<file path="config.mk">
export PLATFORM = sky130hd
export DESIGN_NAME = i2c_slave_responder
export DESIGN_NICKNAME = d
export VERILOG_FILES = /design/src/rtl/i2c_slave_responder.sv
export SDC_FILE = /design/constraint.sdc
export NUM_CORES = 1
export LEC_CHECK = 0
export BUFFER_PORTS_ARGS = -buffer_cell sky130_fd_sc_hd__buf_2
export CORE_ASPECT_RATIO = 0.7
export CORE_MARGIN = 4
export CORE_UTILIZATION = 25
export CTS_CLUSTER_DIAMETER = 100
export DETAILED_ROUTE_END_ITERATION = 16
export SYNTH_ARGS = -nofsm -noshare
export SYNTH_HDL_FRONTEND = slang
export SYNTH_SLANG_ARGS = --single-unit
export TNS_END_PERCENT = 100
</file>
<file path="constraint.sdc">
create_clock -name clk -period 2.8 [get_ports clk]
set_input_delay 0.56 -clock clk [delete_from_list [all_inputs] [get_ports clk]]
set_output_delay 0.56 -clock clk [all_outputs]
set_load 0.02 [all_outputs]
</file>
<file path="src/rtl/i2c_slave_responder.sv">
// I2C target answering one 7-bit address: filtered SCL/SDA sampling, START/STOP detection,
// write-byte streaming and read-byte transmission. Define I2C_SLAVE_STRETCH_EN for SCL stretching.
module i2c_slave_responder #(
  parameter int FILTER_LEN = 4
) (
  input  logic       clk,
  input  logic       rst,
  input  logic [6:0] device_address,
  input  logic       enable,
  output logic [7:0] data_out,
  output logic       data_out_valid,
  output logic       data_out_first,
  input  logic [7:0] data_in,
  input  logic       data_in_valid,
  output logic       data_in_ready,
  input  logic       scl_i,
  output logic       scl_o,
  output logic       scl_t,
  input  logic       sda_i,
  output logic       sda_o,
  output logic       sda_t,
  output logic       busy,
  output logic       bus_active
);

`ifdef I2C_SLAVE_STRETCH_EN
  localparam bit STRETCH = 1'b1;
`else
  localparam bit STRETCH = 1'b0;
`endif

  localparam int CW = (FILTER_LEN > 1) ? $clog2(FILTER_LEN) : 1;
  localparam logic [CW-1:0] FLT_LOAD = CW'(FILTER_LEN - 1);

  // state      | meaning
  // IDLE       | no transfer for us, lines released
  // ADDRESS    | shifting in address byte (bit0 = R/nW)
  // ADDR_ACK   | ACK/NACK our address, then branch on R/nW
  // WRITE_DATA | shifting in a master-written byte
  // WRITE_ACK  | strobe data_out and ACK the byte
  // READ_DATA  | driving a byte MSB first
  // READ_ACK   | sampling master ACK/NACK
  // READ_STALL | SCL held low waiting for data_in_valid
  // IGNORE     | off-bus until START/STOP
  typedef enum logic [3:0] {
    IDLE, ADDRESS, ADDR_ACK, WRITE_DATA, WRITE_ACK,
    READ_DATA, READ_ACK, READ_STALL, IGNORE
  } state_t;

  state_t state;
  logic [1:0] meta, sync, filt, filt_q;   // bit1 = SCL, bit0 = SDA
  logic [1:0][CW-1:0] fcnt;
  logic [2:0] bit_cnt;
  logic [7:0] shreg;
  logic       ack_drv;
  logic       nack;
  logic       first;

  assign scl_o = 1'b0;
  assign sda_o = 1'b0;

  // Each filtered line follows its synchronised copy only after FILTER_LEN differing samples.
  always_ff @(posedge clk) begin
    if (rst) begin
      meta   <= 2'b11;
      sync   <= 2'b11;
      filt   <= 2'b11;
      filt_q <= 2'b11;
      fcnt   <= {2{FLT_LOAD}};
    end else begin
      meta   <= {scl_i, sda_i};
      sync   <= meta;
      filt_q <= filt;
      for (int i = 0; i < 2; i++) begin
        if (sync[i] == filt[i]) begin
          fcnt[i] <= FLT_LOAD;
        end else if (fcnt[i] == '0) begin
          filt[i] <= sync[i];
          fcnt[i] <= FLT_LOAD;
        end else begin
          fcnt[i] <= fcnt[i] - 1'b1;
        end
      end
    end
  end

  logic scl_rise, scl_fall, start_det, stop_det;
  logic [7:0] next_byte;

  assign scl_rise  = filt[1] & ~filt_q[1];
  assign scl_fall  = ~filt[1] & filt_q[1];
  assign start_det = filt[1] & filt_q[1] & filt_q[0] & ~filt[0];
  assign stop_det  = filt[1] & filt_q[1] & ~filt_q[0] & filt[0];
  assign next_byte = data_in_valid ? data_in : 8'hFF;

  always_ff @(posedge clk) begin
    if (rst) begin
      state          <= IDLE;
      bit_cnt        <= 3'd0;
      shreg          <= 8'h00;
      ack_drv        <= 1'b0;
      nack           <= 1'b0;
      first          <= 1'b0;
      sda_t          <= 1'b1;
      scl_t          <= 1'b1;
      busy           <= 1'b0;
      bus_active     <= 1'b0;
      data_out       <= 8'h00;
      data_out_valid <= 1'b0;
      data_out_first <= 1'b0;
      data_in_ready  <= 1'b0;
    end else begin
      data_out_valid <= 1'b0;
      data_in_ready  <= 1'b0;
      // write-byte stretch covers the strobe cycle and the one after it
      scl_t          <= !(STRETCH && data_out_valid);

      case (state)
        ADDRESS, WRITE_DATA: begin
          if (scl_rise) begin
            shreg   <= {shreg[6:0], filt[0]};
            bit_cnt <= bit_cnt + 3'd1;
            if (bit_cnt == 3'd7) begin
              state   <= (state == ADDRESS) ? ADDR_ACK : WRITE_ACK;
              ack_drv <= 1'b0;
            end
          end
        end
        ADDR_ACK: begin
          if (scl_fall) begin
            if (!ack_drv) begin
              if (enable && shreg[7:1] == device_address) begin
                sda_t   <= 1'b0;
                ack_drv <= 1'b1;
                busy    <= 1'b1;
              end else begin
                state <= IGNORE;
                busy  <= 1'b0;
              end
            end else if (shreg[0]) begin
              bit_cnt <= 3'd0;
              if (STRETCH && !data_in_valid) begin
                scl_t <= 1'b0;
                sda_t <= 1'b1;
                state <= READ_STALL;
              end else begin
                shreg         <= next_byte;
                sda_t         <= next_byte[7];
                data_in_ready <= data_in_valid;
                state         <= READ_DATA;
              end
            end else begin
              sda_t <= 1'b1;
              state <= WRITE_DATA;
            end
          end
        end
        WRITE_ACK: begin
          if (scl_fall) begin
            if (!ack_drv) begin
              data_out       <= shreg;
              data_out_valid <= 1'b1;
              data_out_first <= first;
              first          <= 1'b0;
              sda_t          <= 1'b0;
              ack_drv        <= 1'b1;
              if (STRETCH) scl_t <= 1'b0;
            end else begin
              sda_t <= 1'b1;
              state <= WRITE_DATA;
            end
          end
        end
        READ_DATA: begin
          if (scl_rise) begin
            bit_cnt <= bit_cnt + 3'd1;
          end else if (scl_fall) begin
            if (bit_cnt == 3'd0) begin
              sda_t   <= 1'b1;
              ack_drv <= 1'b0;
              state   <= READ_ACK;
            end else begin
              shreg <= {shreg[6:0], 1'b0};
              sda_t <= shreg[6];
            end
          end
        end
        READ_ACK: begin
          if (scl_rise) begin
            ack_drv <= 1'b1;
            nack    <= filt[0];
          end else if (scl_fall && ack_drv) begin
            bit_cnt <= 3'd0;
            if (nack) begin
              state <= IGNORE;
              busy  <= 1'b0;
            end else if (STRETCH && !data_in_valid) begin
              scl_t <= 1'b0;
              state <= READ_STALL;
            end else begin
              shreg         <= next_byte;
              sda_t         <= next_byte[7];
              data_in_ready <= data_in_valid;
              state         <= READ_DATA;
            end
          end
        end
        READ_STALL: begin
          scl_t <= data_in_valid;
          if (data_in_valid) begin
            shreg         <= data_in;
            sda_t         <= data_in[7];
            data_in_ready <= 1'b1;
            state         <= READ_DATA;
          end
        end
        IDLE, IGNORE: ;
        default: state <= IDLE;
      endcase

      if (start_det) begin
        state      <= ADDRESS;
        bit_cnt    <= 3'd0;
        sda_t      <= 1'b1;
        scl_t      <= 1'b1;
        first      <= 1'b1;
        bus_active <= 1'b1;
      end else if (stop_det) begin
        state      <= IDLE;
        sda_t      <= 1'b1;
        scl_t      <= 1'b1;
        busy       <= 1'b0;
        bus_active <= 1'b0;
      end
    end
  end

endmodule

</file>
== After elaboration in Yosys (flattened, before gate mapping) ==
Index checks and enable logic that the tools add are counted.
Cells by class
  bitwise logic cells: 18
  $add $sub $neg: 3
  muxes and demuxes: 87
  equal/unequal tests: 45
  reduce and logical (&&, ||, !) cells: 34
Operators with widths (count)
  $mux W8: 12
  $mux W4: 14
  $mux W1: 46
  $ne A4 B4 Y1 const B: 11
  $pmux W8 S5: 1
  $ne A2 B2 Y1 const B: 16
  $pmux W4 S7: 1
  $reduce_and A13 Y1: 2
  $mux W3: 8
  $eq A4 B3 Y1 const B: 4
  $reduce_bool A5 Y1: 3
  $reduce_or A3 Y1: 5
  $reduce_and A12 Y1: 1
  $not A1 Y1: 11
  $reduce_and A11 Y1: 1
  $pmux W1 S5: 2
  $reduce_and A10 Y1: 1
  $ne A3 B3 Y1 const B: 3
  $pmux W3 S3: 1
  $reduce_and A9 Y1: 1
  $eq A4 B2 Y1 const B: 2
  $and A1 B1 Y1: 7
  $eq A7 B7 Y1: 1
  $reduce_and A7 Y1: 1
  20 further kinds: 32
Word-level totals
  bits in registers: 45
  bits of input ports: 21
  output and inout bits: 17
  logic and storage cells: 210

== Logic depth before layout (Yosys ltp) ==
  depth after elaboration: 8
  mapped depth: 9
  depth with buffers taken out: 8

== Worst setup path before layout ==
Ideal clock, no wire load.
  kind: flip-flop to flip-flop
  start point: register bit_cnt[0]
  end point: register state[3]
  required time: 2684 ps
  clock period less this slack: 1825 ps
  setup time: 116 ps
  data arrival time: 1709 ps
  stages on the path, launching flop included: 9
  slack: 975 ps
  buffers on the path: 0
  cell sequence: dfxtp_1 inv_1 ha_1 nor2b_1 a2111oi_0 a311oi_1 nand3b_1 or3_1 o211a_1
Between the ends
  word-level cells in the longest chain between the ends: 3
  elaborated cells on any way between the ends: 5
  classes of those cells: eq/ne: 3; reduce/logical: 2
RTL lines
  start: declaration: RTL line 53  | logic [2:0] bit_cnt;
  start signal: assignment: RTL line 122  | bit_cnt <= bit_cnt + 3'd1;
  start signal: assignment: RTL line 176  | bit_cnt <= bit_cnt + 3'd1;
  $eq A3 B3 Y1 or $logic_not A3 Y1 (tied branches): RTL line 123, 178
  $ne A2 B2 Y1 (no source line)
  $reduce_and A13 Y1 (no source line) (*)
  end signal: assignment: RTL line 124  | state <= (state == ADDRESS) ? ADDR_ACK : WRITE_ACK;
  end: declaration: RTL line 50  | state_t state;
Mark *: on every way between the ends. The rest lies on a longest branch, timed or not.
A chain may end at the register's enable or synchronous reset.

== Worst setup path after layout ==
  start point: register state[2]
  end point: register state[1]
Between the ends
  word-level cells in the longest chain between the ends: 5
  elaborated cells on any way between the ends: 29
  classes of those cells: eq/ne: 20; mux: 4; bitwise: 1; reduce/logical: 4
RTL lines
  $eq A4 B1 Y1: RTL line 118, 124
  $mux W3: RTL line 124
  $mux W4: RTL line 123  | if (bit_cnt == 3'd7) begin
  $mux W4: RTL line 120  | if (scl_rise) begin
  $pmux W4 S7: RTL line 118  | case (state)
Parallel ways exist; a longest one is shown, timed or not. The select of a mux whose other input is x is not followed.

==> out/qor.log <==
qor: run_status.run_status finished, final reports clean
qor: die.ios 38
qor: timing.final_hold_viol_count 0
qor: critical_path.timing.critical_path.fanout_max 17
qor: logic_synthesis.post_synth_and_or_nand_nor_area_fraction 23.8%
qor: clock_tree.cts_hold_buffers 0
qor: logic_synthesis.yosys.area_share.adder 2.50%
qor: finish.post-route-util 30.2%
qor: critical_path.crit_path_end_kind flip-flop
qor: logic_synthesis.fraction_of_synthesized_cell_area_in_xor_and_xnor_cells 3.50%
qor: logic_synthesis.post_synth_instance_area 2500 um2
qor: die.rows 30
qor: placement.dpl_cell_area 2800 um2
qor: placement.gpl.final_weighted_congestion 0.924
qor: logic_synthesis.muxShareOfSynthArea 6.06%
qor: logic_synthesis.synth_seq_area_share 36.0%
qor: die.initial_core_util 25.7%
qor: critical_path.crit_path_start state[2]$_SDFFE_PP0P_
qor: grt.grt_antenna_before_repair 0
qor: logic_synthesis.dominantRegCellSynth dfxtp_1
qor: route.avgRoutedWirePerCell 14.2 um
qor: logic_synthesis.combinational_family_with_the_most_area_after_synthesis simple AND/OR/NAND/NOR gates
qor: critical_path.timing.rr.end state[1]$_SDFFE_PP0P_
qor: timing.worst_slew_margin_rel 43.1%
qor: route.remaining_drc_errors 0
qor: critical_path.setup.reg_to_reg.worst_slack 0.48 ns
qor: power_and_ir_drop.ir_drop 0.241 mV
qor: timing.worst_clock_skew 0.00643 ns
qor: power_and_ir_drop.pwr-share-clk 45.0%
qor: grt.grt_pass1_vias 2,124
qor: die.die_area 11,700 um2
qor: timing.maxSlewViolCount 0
qor: timing.rsz_0062_raised_after_global_routing false
qor: worst_hold_path.worst_hold_path_type reg2reg
qor: clock_tree.cts_tree yes
qor: finish.final_area 2940 um2
qor: grt.grt_overflow_total 0
qor: placement.dpl.hpwl 4.88 mm
qor: logic_synthesis.ys_warn_count 0
qor: finish.antennaDiodeCount 0
qor: clock_tree.worstSkewPairLatency 0.28 ns
qor: critical_path.crit_type reg2reg
qor: critical_path.critical_path.endpoint state[1]$_SDFFE_PP0P_
qor: power_and_ir_drop.p_int 991 uW
qor: critical_path.launch_point_of_the_worst_reg_to_reg_path state[2]$_SDFFE_PP0P_
qor: timing.final_period_minus_worst_setup_slack 2.32 ns
qor: logic_synthesis.yosysUniqueCellTypes 56
qor: grt.gr-usage-all-layers 11.2%
qor: finish.area_delta_synth_final 17.5%
qor: timing.setup_ws 0.484 ns
qor: grt.grt_first_pass_wirelength 10.9 mm
qor: die.floorplan_die_height 91.7 um
qor: timing.fin_worst_hold_slack 0.382 ns
qor: logic_synthesis.compound_cell_area_share_of_the_yosys_netlist 21.4%
qor: logic_synthesis.async_s_r_ff_share_synth 0%
qor: route.num_vias 2,304
qor: logic_synthesis.synthesis.area_per_instance 8.47 um2
qor: finish.drive_above_1_share 21.3%
qor: clock_tree.tritoncts_num_sinks 45
qor: logic_synthesis.synth_edf_count 0
qor: power_and_ir_drop.power.net_switching 263 uW
qor: critical_path.critPathRequiredTime 3.01 ns
qor: clock_tree.tritoncts.num_buffers 5
qor: clock_tree.ctsRootBufferMaster clkbuf_16
qor: power_and_ir_drop.power.density_cell_area 427 nW/um2
qor: power_and_ir_drop.switching_share 21.0%
qor: clock_tree.cts_buffer_depth 2
qor: timing.final.period_utilization 82.7%
qor: route.drt_iter0_markers 230
qor: finish.nNetsFinal 353
qor: logic_synthesis.synth.ff_latch_count 45
qor: placement.portBuffers 35
qor: power_and_ir_drop.p_comb_share 3.6%
qor: timing.timing.final.setup_violations 0
qor: die.fp.dieW 128 um
qor: clock_tree.buffers_inserted_by_post_cts_timing_repair 0
qor: critical_path.worst_endpoint_data_arrival_time 2.52 ns
qor: clock_tree.cts-htree-levels 2
qor: flow_run.drv_cap 0
qor: route.drt_first_pass_iters 4
qor: die.core_area 9720 um2
qor: clock_tree.clk_pin_slew_worst_paths 0.06 ns
qor: route.routed_via_density 5.05
qor: route.antenna_left 0
qor: power_and_ir_drop.leakagePower 1.16 nW
qor: route.postRouteWirelength 6.47 mm
qor: critical_path.worst-r2r-cell-count 6
qor: power_and_ir_drop.share_seq_of_total_power 51.4%
qor: clock_tree.ctsResizeCount 0
qor: timing.setup_tns 0 ns
qor: grt.grt_start_max_net_pins 40
qor: critical_path.timing.critical_path.from_type flip-flop
qor: timing.worstMarginPinSlew 0.851 ns
qor: timing.fmaxAchievable 0.432 GHz
qor: logic_synthesis.synth_cells 295
qor: placement.post-place-ws 0.533 ns
-- power groups by stage --
stage	sequential, mW	clock, mW	combinational, mW
floorplan	0.659	0	0.0256
global placement	0.659	0	0.0449
detailed placement	0.659	0	0.0454
CTS	0.645	0.582	0.0454
global route	0.645	0.606	0.0502
finish	0.645	0.564	0.0451
-- stage by stage --
step | total power [mW] | std cells
2_1_floorplan | 0.685 | 296
3_3_place_gp | 0.704 | 448
3_5_place_dp | 0.705 | 448
4_1_cts | 1.27 | 456
5_1_grt | 1.30 | 456
6_report | 1.25 | 456
-- layer usage --
layer  up-vias  track usage [%]  share of wire, %
met5         -                0                 0
met4         0            0.804              0.29
met3         2             3.20               9.0
met2        87             15.3                40
met1      1086             17.9                50
li1       1129                -                 -
-- registers in the layout (all words and copies together), names as in the netlist --
register / cells
data_in_ready: 1
shreg: 8
bus_active: 1
sda_t: 1
busy: 1
nack: 1
ack_drv: 1
bit_cnt: 3
meta: 2
filt_q: 2
filt: 2
data_out_first: 1
data_out: 8
fcnt: 4
scl_t: 1
state: 4
sync: 2
data_out_valid: 1
first: 1
-- worst max-delay path, cell delays in order, from the launching register on --
cell	delay, ns
dfxtp_1	0.65
a21oi_1	0.24
nor2b_1	0.18
a311oi_1	0.40
nand3b_1	0.22
nor2_1	0.31
mux2i_1	0.23
-- kinds of logic (layout without fill, tap and decap cells) --
family | count (synthesis) | after routing
buffers and inverters | 33 | 65
AND/OR/NAND/NOR | 113 | 113
XOR/XNOR | 10 | 10
other | 1 | 2
AO/OA/AOI/OAI | 73 | 73
adder cells (fa/ha/maj) | 5 | 5
flip-flops | 45 | 45
multiplexers | 15 | 15
-- Yosys cell counts, drive strengths merged, types with 3 or more instances --
cell	n	area share (%)
nand2	23	3.5
nand3b	4	1.7
nor2	28	4.2
o21ai	12	2.4
inv	11	1.7
nor2b	5	1.3
nor3	12	2.4
nand4	6	1.5
nor4	3	0.75
a221oi	7	2.5
buf	15	3.9
dfxtp	45	36
ha	5	2.5
xnor2	10	3.5
nand3	8	1.6
nand2b	8	2.0
a311oi	9	3.4
a21oi	21	4.5
clkbuf	7	1.1
or2	7	1.8
mux2i	14	5.6
-- final cells by class --
class,count,area [um2]
fill,1042,6790
multi-input combinational,218,1440
sequential,45,901
timing repair buffer,46,258
tap,128,160
clock buffer,6,129
inverter,11,41.3
clock inverter,2,10.0
-- worst min path at each step --
stage	from	endpoint	slack, ns	cells past startpoint
4_1_cts	fcnt[2]$_SDFF_PP1_	fcnt[2]$_SDFF_PP1_	0.39	1
6_report	fcnt[0]$_SDFF_PP1_	fcnt[0]$_SDFF_PP1_	0.38	1
3_3_place_gp	fcnt[2]$_SDFF_PP1_	fcnt[2]$_SDFF_PP1_	0.37	1
2_1_floorplan	fcnt[0]$_SDFF_PP1_	fcnt[0]$_SDFF_PP1_	0.36	1
3_5_place_dp	fcnt[2]$_SDFF_PP1_	fcnt[2]$_SDFF_PP1_	0.37	1
5_1_grt	fcnt[2]$_SDFF_PP1_	fcnt[2]$_SDFF_PP1_	0.40	1
-- placed cells by master (no fill, tap or decap), types with 3 or more instances in the layout --
cell type	netlist	layout
buf_4	3	11
dfxtp_1	45	45
clkbuf_16	0	5
nand3b_1	3	3
inv_1	10	10
a221oi_1	7	7
nand4_1	6	6
xnor2_1	10	10
nor4_1	3	3
nand2_1	23	23
buf_2	6	35
ha_1	5	5
nand3_1	8	8
a21oi_1	19	19
nor3_1	12	12
o21ai_0	11	11
or2_2	7	7
mux2i_1	14	14
a311oi_1	8	8
nor2_1	28	28
nand2b_1	8	8
nor2b_1	5	5
(Power assumes the default switching activity.)
